**src/rtl/reset_pkg.sv**
```systemverilog
// -----------------------------------------------------------------------------
// reset_pkg
// Shared definitions for the reset source controller:
//   reset_state_t  - controller FSM state encoding
//   CAUSE_*        - bit positions inside the 5-bit sticky cause mask
//   cause_mask()   - packs the per-source activity flags into a cause mask
// -----------------------------------------------------------------------------
package reset_pkg;

  typedef enum logic [1:0] {
    ASSERT     = 2'd0,
    WAIT_CLEAR = 2'd1,
    RUN        = 2'd2
  } reset_state_t;

  localparam int CAUSE_W   = 5;
  localparam int CAUSE_POR = 0;
  localparam int CAUSE_BTN = 1;
  localparam int CAUSE_PLL = 2;
  localparam int CAUSE_SW  = 3;
  localparam int CAUSE_WDG = 4;

  // Power-on cause value loaded by the global reset.
  localparam logic [CAUSE_W-1:0] CAUSE_POR_ONLY = CAUSE_W'(1) << CAUSE_POR;

  // Runtime sources never set the POR bit; only the global reset does.
  function automatic logic [CAUSE_W-1:0] cause_mask(
    input logic btn_act,
    input logic pll_lost,
    input logic sw_req,
    input logic wdg_fire
  );
    logic [CAUSE_W-1:0] mask;
    mask            = '0;
    mask[CAUSE_BTN] = btn_act;
    mask[CAUSE_PLL] = pll_lost;
    mask[CAUSE_SW]  = sw_req;
    mask[CAUSE_WDG] = wdg_fire;
    return mask;
  endfunction

endpackage

```
**src/rtl/reset_debounce.sv**
```systemverilog
// -----------------------------------------------------------------------------
// reset_debounce
// Synchronizes an asynchronous level and then debounces it: the filtered
// output only follows the synchronized input after the two have disagreed for
// DEBOUNCE_CYCLES consecutive cycles. Any cycle of agreement clears the count,
// so shorter glitches are dropped.
//
// Parameters
//   SYNC_STAGES      synchronizer depth (>=2)
//   DEBOUNCE_CYCLES  consecutive mismatch cycles needed to take a new level
//   RESET_VALUE      level loaded into the synchronizer and filtered output
// Ports
//   clock   in   system clock
//   reset   in   synchronous, active-high
//   raw     in   asynchronous input level
//   level   out  synchronized, debounced level (registered)
// -----------------------------------------------------------------------------
module reset_debounce #(
  parameter int   SYNC_STAGES     = 2,
  parameter int   DEBOUNCE_CYCLES = 50000,
  parameter logic RESET_VALUE     = 1'b1
) (
  input  logic clock,
  input  logic reset,
  input  logic raw,
  output logic level
);

  // A single-valued counter would have zero width; keep at least one bit.
  localparam int CNT_W = (DEBOUNCE_CYCLES > 1) ? $clog2(DEBOUNCE_CYCLES) : 1;
  localparam logic [CNT_W-1:0] CNT_LAST = CNT_W'(DEBOUNCE_CYCLES - 1);

  logic [SYNC_STAGES-1:0] sync_q;
  logic                   synced;
  logic [CNT_W-1:0]       cnt;

  assign synced = sync_q[SYNC_STAGES-1];

  always_ff @(posedge clock) begin
    if (reset) begin
      sync_q <= {SYNC_STAGES{RESET_VALUE}};
    end else begin
      sync_q <= {sync_q[SYNC_STAGES-2:0], raw};
    end
  end

  always_ff @(posedge clock) begin
    if (reset) begin
      level <= RESET_VALUE;
      cnt   <= '0;
    end else if (synced == level) begin
      cnt <= '0;
    end else if (cnt == CNT_LAST) begin
      // Mismatch has persisted long enough: accept the new level.
      level <= synced;
      cnt   <= '0;
    end else begin
      cnt <= cnt + CNT_W'(1);
    end
  end

endmodule

```
**src/rtl/reset_source_ctrl.sv**
```systemverilog
// -----------------------------------------------------------------------------
// reset_source_ctrl
// Upstream reset aggregator feeding the reset stretcher. Four runtime sources
// can request reset: the debounced push-button, loss of PLL lock, a software
// pulse and an internal watchdog. o_reset stays asserted for at least
// HOLD_CYCLES+1 cycles per trigger and then until the button is released and
// the PLL is locked. o_cause keeps a sticky record of what caused the most
// recent reset episode.
//
// FSM
//   ASSERT     : counting the minimum hold; triggers accumulate into o_cause,
//                a software pulse restarts the hold.
//   WAIT_CLEAR : hold satisfied; waiting for button release and PLL lock.
//                A software pulse sends us back to ASSERT (it wins over exit).
//   RUN        : o_reset low; any trigger starts a new episode and replaces
//                o_cause with the new mask.
//
// Parameters
//   SYNC_STAGES      synchronizer depth for async inputs (>=2)
//   DEBOUNCE_CYCLES  button debounce length in cycles
//   HOLD_CYCLES      minimum cycles spent in ASSERT per trigger (>=1)
//   WATCHDOG_CYCLES  cycles without kick before the watchdog fires (>=2)
// Ports
//   i_clock       in   system clock
//   i_reset       in   synchronous, active-high power-on/global reset
//   i_button_n    in   async, active-low reset button
//   i_pll_locked  in   async PLL lock indicator
//   i_sw_reset    in   sync 1-cycle software reset request
//   i_wdg_enable  in   sync level, watchdog armed
//   i_wdg_kick    in   sync pulse, clears the watchdog counter
//   o_reset       out  registered active-high reset request
//   o_cause       out  sticky cause {wdg,sw,pll,button,por}
//   o_state       out  current FSM state, for debug/observation
// -----------------------------------------------------------------------------
module reset_source_ctrl
  import reset_pkg::*;
#(
  parameter int SYNC_STAGES     = 2,
  parameter int DEBOUNCE_CYCLES = 50000,
  parameter int HOLD_CYCLES     = 16,
  parameter int WATCHDOG_CYCLES = 100000000
) (
  input  logic               i_clock,
  input  logic               i_reset,
  input  logic               i_button_n,
  input  logic               i_pll_locked,
  input  logic               i_sw_reset,
  input  logic               i_wdg_enable,
  input  logic               i_wdg_kick,
  output logic               o_reset,
  output logic [CAUSE_W-1:0] o_cause,
  output reset_state_t       o_state
);

  localparam int HOLD_W = (HOLD_CYCLES > 1) ? $clog2(HOLD_CYCLES) : 1;
  localparam int WDG_W  = (WATCHDOG_CYCLES > 1) ? $clog2(WATCHDOG_CYCLES) : 1;
  localparam logic [HOLD_W-1:0] HOLD_LAST = HOLD_W'(HOLD_CYCLES - 1);
  localparam logic [WDG_W-1:0]  WDG_LAST  = WDG_W'(WATCHDOG_CYCLES - 1);

  reset_state_t           state;
  logic [HOLD_W-1:0]      hold_cnt;
  logic [WDG_W-1:0]       wdg_cnt;
  logic [SYNC_STAGES-1:0] pll_sync_q;

  logic                   btn_debounced;
  logic                   btn_act;
  logic                   pll_lost;
  logic                   wdg_active;
  logic                   wdg_fire;
  logic                   trig;
  logic                   sources_quiet;
  logic [CAUSE_W-1:0]     mask;

  assign o_state = state;

  // ---------------------------------------------------------------------------
  // Button: synchronized and debounced. Released (1) out of reset so a button
  // that is idle at power-up does not register as a press.
  // ---------------------------------------------------------------------------
  reset_debounce #(
    .SYNC_STAGES     (SYNC_STAGES),
    .DEBOUNCE_CYCLES (DEBOUNCE_CYCLES),
    .RESET_VALUE     (1'b1)
  ) u_button_debounce (
    .clock (i_clock),
    .reset (i_reset),
    .raw   (i_button_n),
    .level (btn_debounced)
  );

  assign btn_act = !btn_debounced;

  // ---------------------------------------------------------------------------
  // PLL lock: plain synchronizer, no filtering. The chain starts at 0, so
  // right after reset the PLL reads as unlocked until the lock has propagated
  // through SYNC_STAGES flops.
  // ---------------------------------------------------------------------------
  always_ff @(posedge i_clock) begin
    if (i_reset) begin
      pll_sync_q <= '0;
    end else begin
      pll_sync_q <= {pll_sync_q[SYNC_STAGES-2:0], i_pll_locked};
    end
  end

  assign pll_lost = !pll_sync_q[SYNC_STAGES-1];

  // ---------------------------------------------------------------------------
  // Watchdog: only armed in RUN. Gating the fire on RUN as well as on the
  // counter matters on the cycle we leave RUN for another reason, when the
  // counter may still hold its terminal value for one cycle.
  // A kick beats the terminal count in the same cycle.
  // ---------------------------------------------------------------------------
  assign wdg_active = (state == RUN) && i_wdg_enable;
  assign wdg_fire   = wdg_active && (wdg_cnt == WDG_LAST) && !i_wdg_kick;

  always_ff @(posedge i_clock) begin
    if (i_reset) begin
      wdg_cnt <= '0;
    end else if (!wdg_active || i_wdg_kick || (wdg_cnt == WDG_LAST)) begin
      wdg_cnt <= '0;
    end else begin
      wdg_cnt <= wdg_cnt + WDG_W'(1);
    end
  end

  // ---------------------------------------------------------------------------
  // Trigger aggregation
  // ---------------------------------------------------------------------------
  assign trig          = btn_act || pll_lost || i_sw_reset || wdg_fire;
  assign mask          = cause_mask(btn_act, pll_lost, i_sw_reset, wdg_fire);
  assign sources_quiet = !btn_act && !pll_lost;

  // ---------------------------------------------------------------------------
  // Controller FSM. o_reset is written alongside every state transition so it
  // always equals (next state != RUN), with no combinational output path.
  // ---------------------------------------------------------------------------
  always_ff @(posedge i_clock) begin
    if (i_reset) begin
      state    <= ASSERT;
      hold_cnt <= '0;
      o_reset  <= 1'b1;
      o_cause  <= CAUSE_POR_ONLY;
    end else begin
      unique case (state)
        RUN: begin
          if (trig) begin
            // New episode: cause reflects only what started it.
            state    <= ASSERT;
            hold_cnt <= '0;
            o_cause  <= mask;
            o_reset  <= 1'b1;
          end else begin
            o_reset  <= 1'b0;
          end
        end

        ASSERT: begin
          o_reset <= 1'b1;
          if (trig) begin
            o_cause <= o_cause | mask;
          end
          if (i_sw_reset) begin
            hold_cnt <= '0;
          end else if (hold_cnt == HOLD_LAST) begin
            state    <= WAIT_CLEAR;
            hold_cnt <= '0;
          end else begin
            hold_cnt <= hold_cnt + HOLD_W'(1);
          end
        end

        WAIT_CLEAR: begin
          if (i_sw_reset) begin
            // Software request takes priority over a simultaneous exit.
            state    <= ASSERT;
            hold_cnt <= '0;
            o_cause  <= o_cause | mask;
            o_reset  <= 1'b1;
          end else if (sources_quiet) begin
            state    <= RUN;
            o_reset  <= 1'b0;
          end else begin
            o_reset  <= 1'b1;
          end
        end

        default: begin
          // Unused encoding: recover into a fresh hold.
          state    <= ASSERT;
          hold_cnt <= '0;
          o_reset  <= 1'b1;
        end
      endcase
    end
  end

endmodule

```
**config.mk**
```make
export PLATFORM = sky130hd
export DESIGN_NAME = reset_source_ctrl
export DESIGN_NICKNAME = d
export VERILOG_FILES = /design/src/rtl/reset_pkg.sv /design/src/rtl/reset_debounce.sv /design/src/rtl/reset_source_ctrl.sv
export SDC_FILE = /design/constraint.sdc
export NUM_CORES = 1
export LEC_CHECK = 0
export BUFFER_PORTS_ARGS = -buffer_cell sky130_fd_sc_hd__buf_4
export CORE_UTILIZATION = 35
export CTS_BUF_LIST = sky130_fd_sc_hd__clkbuf_4 sky130_fd_sc_hd__clkbuf_8 sky130_fd_sc_hd__clkbuf_16
export CTS_CLUSTER_SIZE = 25
export DETAILED_ROUTE_END_ITERATION = 10
export HOLD_SLACK_MARGIN = 0.02
export SLEW_MARGIN = 10
export SYNTH_ARGS = -nofsm -noshare
export SYNTH_HDL_FRONTEND = slang
export SYNTH_SLANG_ARGS = --single-unit
```
**constraint.sdc**
```tcl
create_clock -name i_clock -period 2.3 [get_ports i_clock]
set_input_delay 0.115 -clock i_clock [delete_from_list [all_inputs] [get_ports i_clock]]
set_output_delay 0.115 -clock i_clock [all_outputs]
set_load 0.02 [all_outputs]
```
==> out/qor.yml <==
path_max_fanout: 6
setup_violations: 0
grt_pass1_wl_um: 9270
avgSynthCellArea_um2: 8.88
layout-drive-gt1-share: 0.138
synth_top_area_share: 0.438
r2r-end: "hold_cnt[3]"
totalWireLength_um: 5220
diodes: 0
clock-root-buffer: "clkbuf_8"
power.density_nw_per_um2: 667
area_growth_pct: 16.0
criticalPathCategory: "flip-flop to flip-flop"
dpl_cell_area_um2: 2950
rsz0062_at_grt: "false"
crit_path_start_kind: "flip-flop"
final_cell_mix: "60 x dfxtp_1, 52 x nor2_1, 26 x xnor2_1, 20 x nand2_1, 18 x buf_4"
coreArea_um2: 7410
routedWlPerCell_um: 12.1
dieArea_um2: 8200
path_cells: "ha_1 -> and4_1 -> nand4_4 -> o21a_4 -> or2_4 -> a311o_1"
clk_path_buf_depth: 2
ios: 15
grt_pass1_vias: 2054
ys.flop_type: "dfxtp_1"
yosys.area.top_type: "dfxtp_1"
maxCapViolCount: 0
required_ps: 2530
async_reset_ff_frac: 0
ir_worst_vdd_v: 0.000347
worstHoldEndpoint: "o_cause[3]"
clkLatencyLatePin_ps: 340
cts_repair_resize_count: 0
synth_cell_types: 50
period_needed_ps: 2040
io_buffers: 14
crit_path_top_delay_cell: "and4_1"
switching_share: 0.208
rows: 31
seq_power_share: 0.496
p_comb_frac: 0.021
track_usage: 0.142
drc: 0
grt.overflow.total: 0
viasPerCell: 5.00
fp.dieH_um: 90.6
clk_pin_slew_ps: 70
tritoncts: "done"
p_int_mw: 1.68
status: "finished clean"
slew-limit-headroom: 0.627
place.gp.congestion: 0.846
nFillCells: 749
ys_ff_latch: 60
cts_max_level: 3
clkSinkCount: 60
final_core_util: 0.430
ant_nets: 0
hp-start: "i_sw_reset"
fin_crit_sh: 0.889
grt_max_degree: 17
via_count: 2161
power.leakage_nw: 1.07
layout_commonest_cell: "dfxtp_1"
start_util: 0.371
yosysWarnings: 0
cts-buffers-inserted: 9
r2r_slack_ps: 260
fmax_ghz: 0.489
clkPwrFrac: 0.483
post-cts-setup-buffers: 0
firstDrtPassIters: 4
clock_skew_ps: 12.6
antenna_found_initial: 0
crit-reg2reg-launch: "wdg_cnt[0]"
hold_viol: 0
dp.final_hpwl_um: 3560
drt_iter0_drc: 86
synth_cells: 309
arrival_ps: 2280
synth-edff-count: 0
die-width_um: 90.6
finalSetupTns_ps: 0
crit_path_max_incr_delay_ps: 370
power_switching_uw: 441
holdCritPathClass: "primary input to flip-flop"
fin_area_um2: 3180
syn_nets: 322
worst_pin_slew_ps: 559
synthTopCellsByArea: "dfxtp_1 44%, xnor2_1 8.3%, nor2_1 7.1%"
final_max_slew_viol_count: 0
whs_path_depth: 2
ys_seq_area_frac: 0.438
synth_area_um2: 2750
critPathTopFamily: "simple AND/OR/NAND/NOR gates"
final_nets: 342
r2r_cells: 6
crit_buf_inv: 0
cp-end-kind: "flip-flop"
## timing repair
item                                    CTS  global route
endpoints found under the setup margin    0             0
hold endpoints to repair                  2             0
hold buffers                              2             0
## metrics by stage
step	power [mW]	hold WS, ps	instances	worst slack, ps
6_report	2.12	37.8	432	256
5_1_grt	2.21	45.0	432	51.8
4_1_cts	2.15	27.1	432	240
3_5_place_dp	1.12	303	415	235
3_3_place_gp	1.12	299	415	269
2_1_floorplan	1.10	219	309	265
## area by class of cell
type | instances | area, µm² | share of cell area
clock buffer | 10 | 131 | 0.0413
clock inverter | 5 | 77.6 | 0.0244
inverter | 10 | 37.5 | 0.0118
multi-input combinational | 228 | 1460 | 0.458
sequential | 60 | 1200 | 0.377
tap | 99 | 124 | 0.0389
timing repair buffer | 20 | 155 | 0.0487
## metal layers
layer	GRT usage	vias up	share of wire
met4	0.0726	0	0.019
met2	0.220	23	0.45
met1	0.175	1013	0.50
met5	0	-	0
met3	0.0463	8	0.032
li1	-	1117	-
## flip-flops by register name, indices dropped and copies added (netlist names)
register / count
pll_sync_q: 2
o_cause: 5
o_state: 2
o_reset: 1
u_button_debounce.sync_q: 2
wdg_cnt: 27
u_button_debounce.cnt: 16
u_button_debounce.level: 1
hold_cnt: 4
## cells by family (layout without fill, tap and decap cells)
| group | count (synthesis) | after routing | share of synthesized area |
|---|---|---|---|
| AND/OR/NAND/NOR | 151 | 151 | 0.296 |
| adder cells (fa/ha/maj) | 6 | 6 | 0.0273 |
| flip-flops | 60 | 60 | 0.438 |
| buffers and inverters | 21 | 45 | 0.0319 |
| XOR/XNOR | 34 | 34 | 0.108 |
| AO/OA/AOI/OAI | 37 | 37 | 0.0989 |
## Yosys cell counts (all sizes together) (2+ instances only)
cell type,count
a21o,2
a21oi,7
a311oi,2
and3,8
and4,6
buf,5
clkbuf,6
dfxtp,60
ha,6
inv,10
nand2,20
nand2b,2
nand3,17
nand4,9
nor2,52
nor2b,5
nor3,10
nor4,3
nor4b,4
o211ai,3
o21ai,11
o2bb2ai,2
or2,3
or3,7
xnor2,26
xor2,8
## power groups by stage
stage | logic [mW] | clock network [mW] | registers [mW]
global route | 0.0494 | 1.10 | 1.05
floorplan | 0.0189 | 0 | 1.08
detailed placement | 0.0421 | 0 | 1.08
CTS | 0.0448 | 1.05 | 1.05
global placement | 0.0412 | 0 | 1.08
finish | 0.0440 | 1.03 | 1.05
## worst max path at each step
stage / startpoint / end / slack (ps) / cells past startpoint
floorplan: o_state[1] / hold_cnt[3] / 260 / 6
global placement: wdg_cnt[0] / hold_cnt[3] / 270 / 6
detailed placement: wdg_cnt[0] / hold_cnt[3] / 240 / 6
CTS: wdg_cnt[0] / hold_cnt[3] / 240 / 6
global route: wdg_cnt[0] / wdg_cnt[26] / 50 / 6
finish: wdg_cnt[0] / hold_cnt[3] / 260 / 6
(Power assumes the default switching activity.)
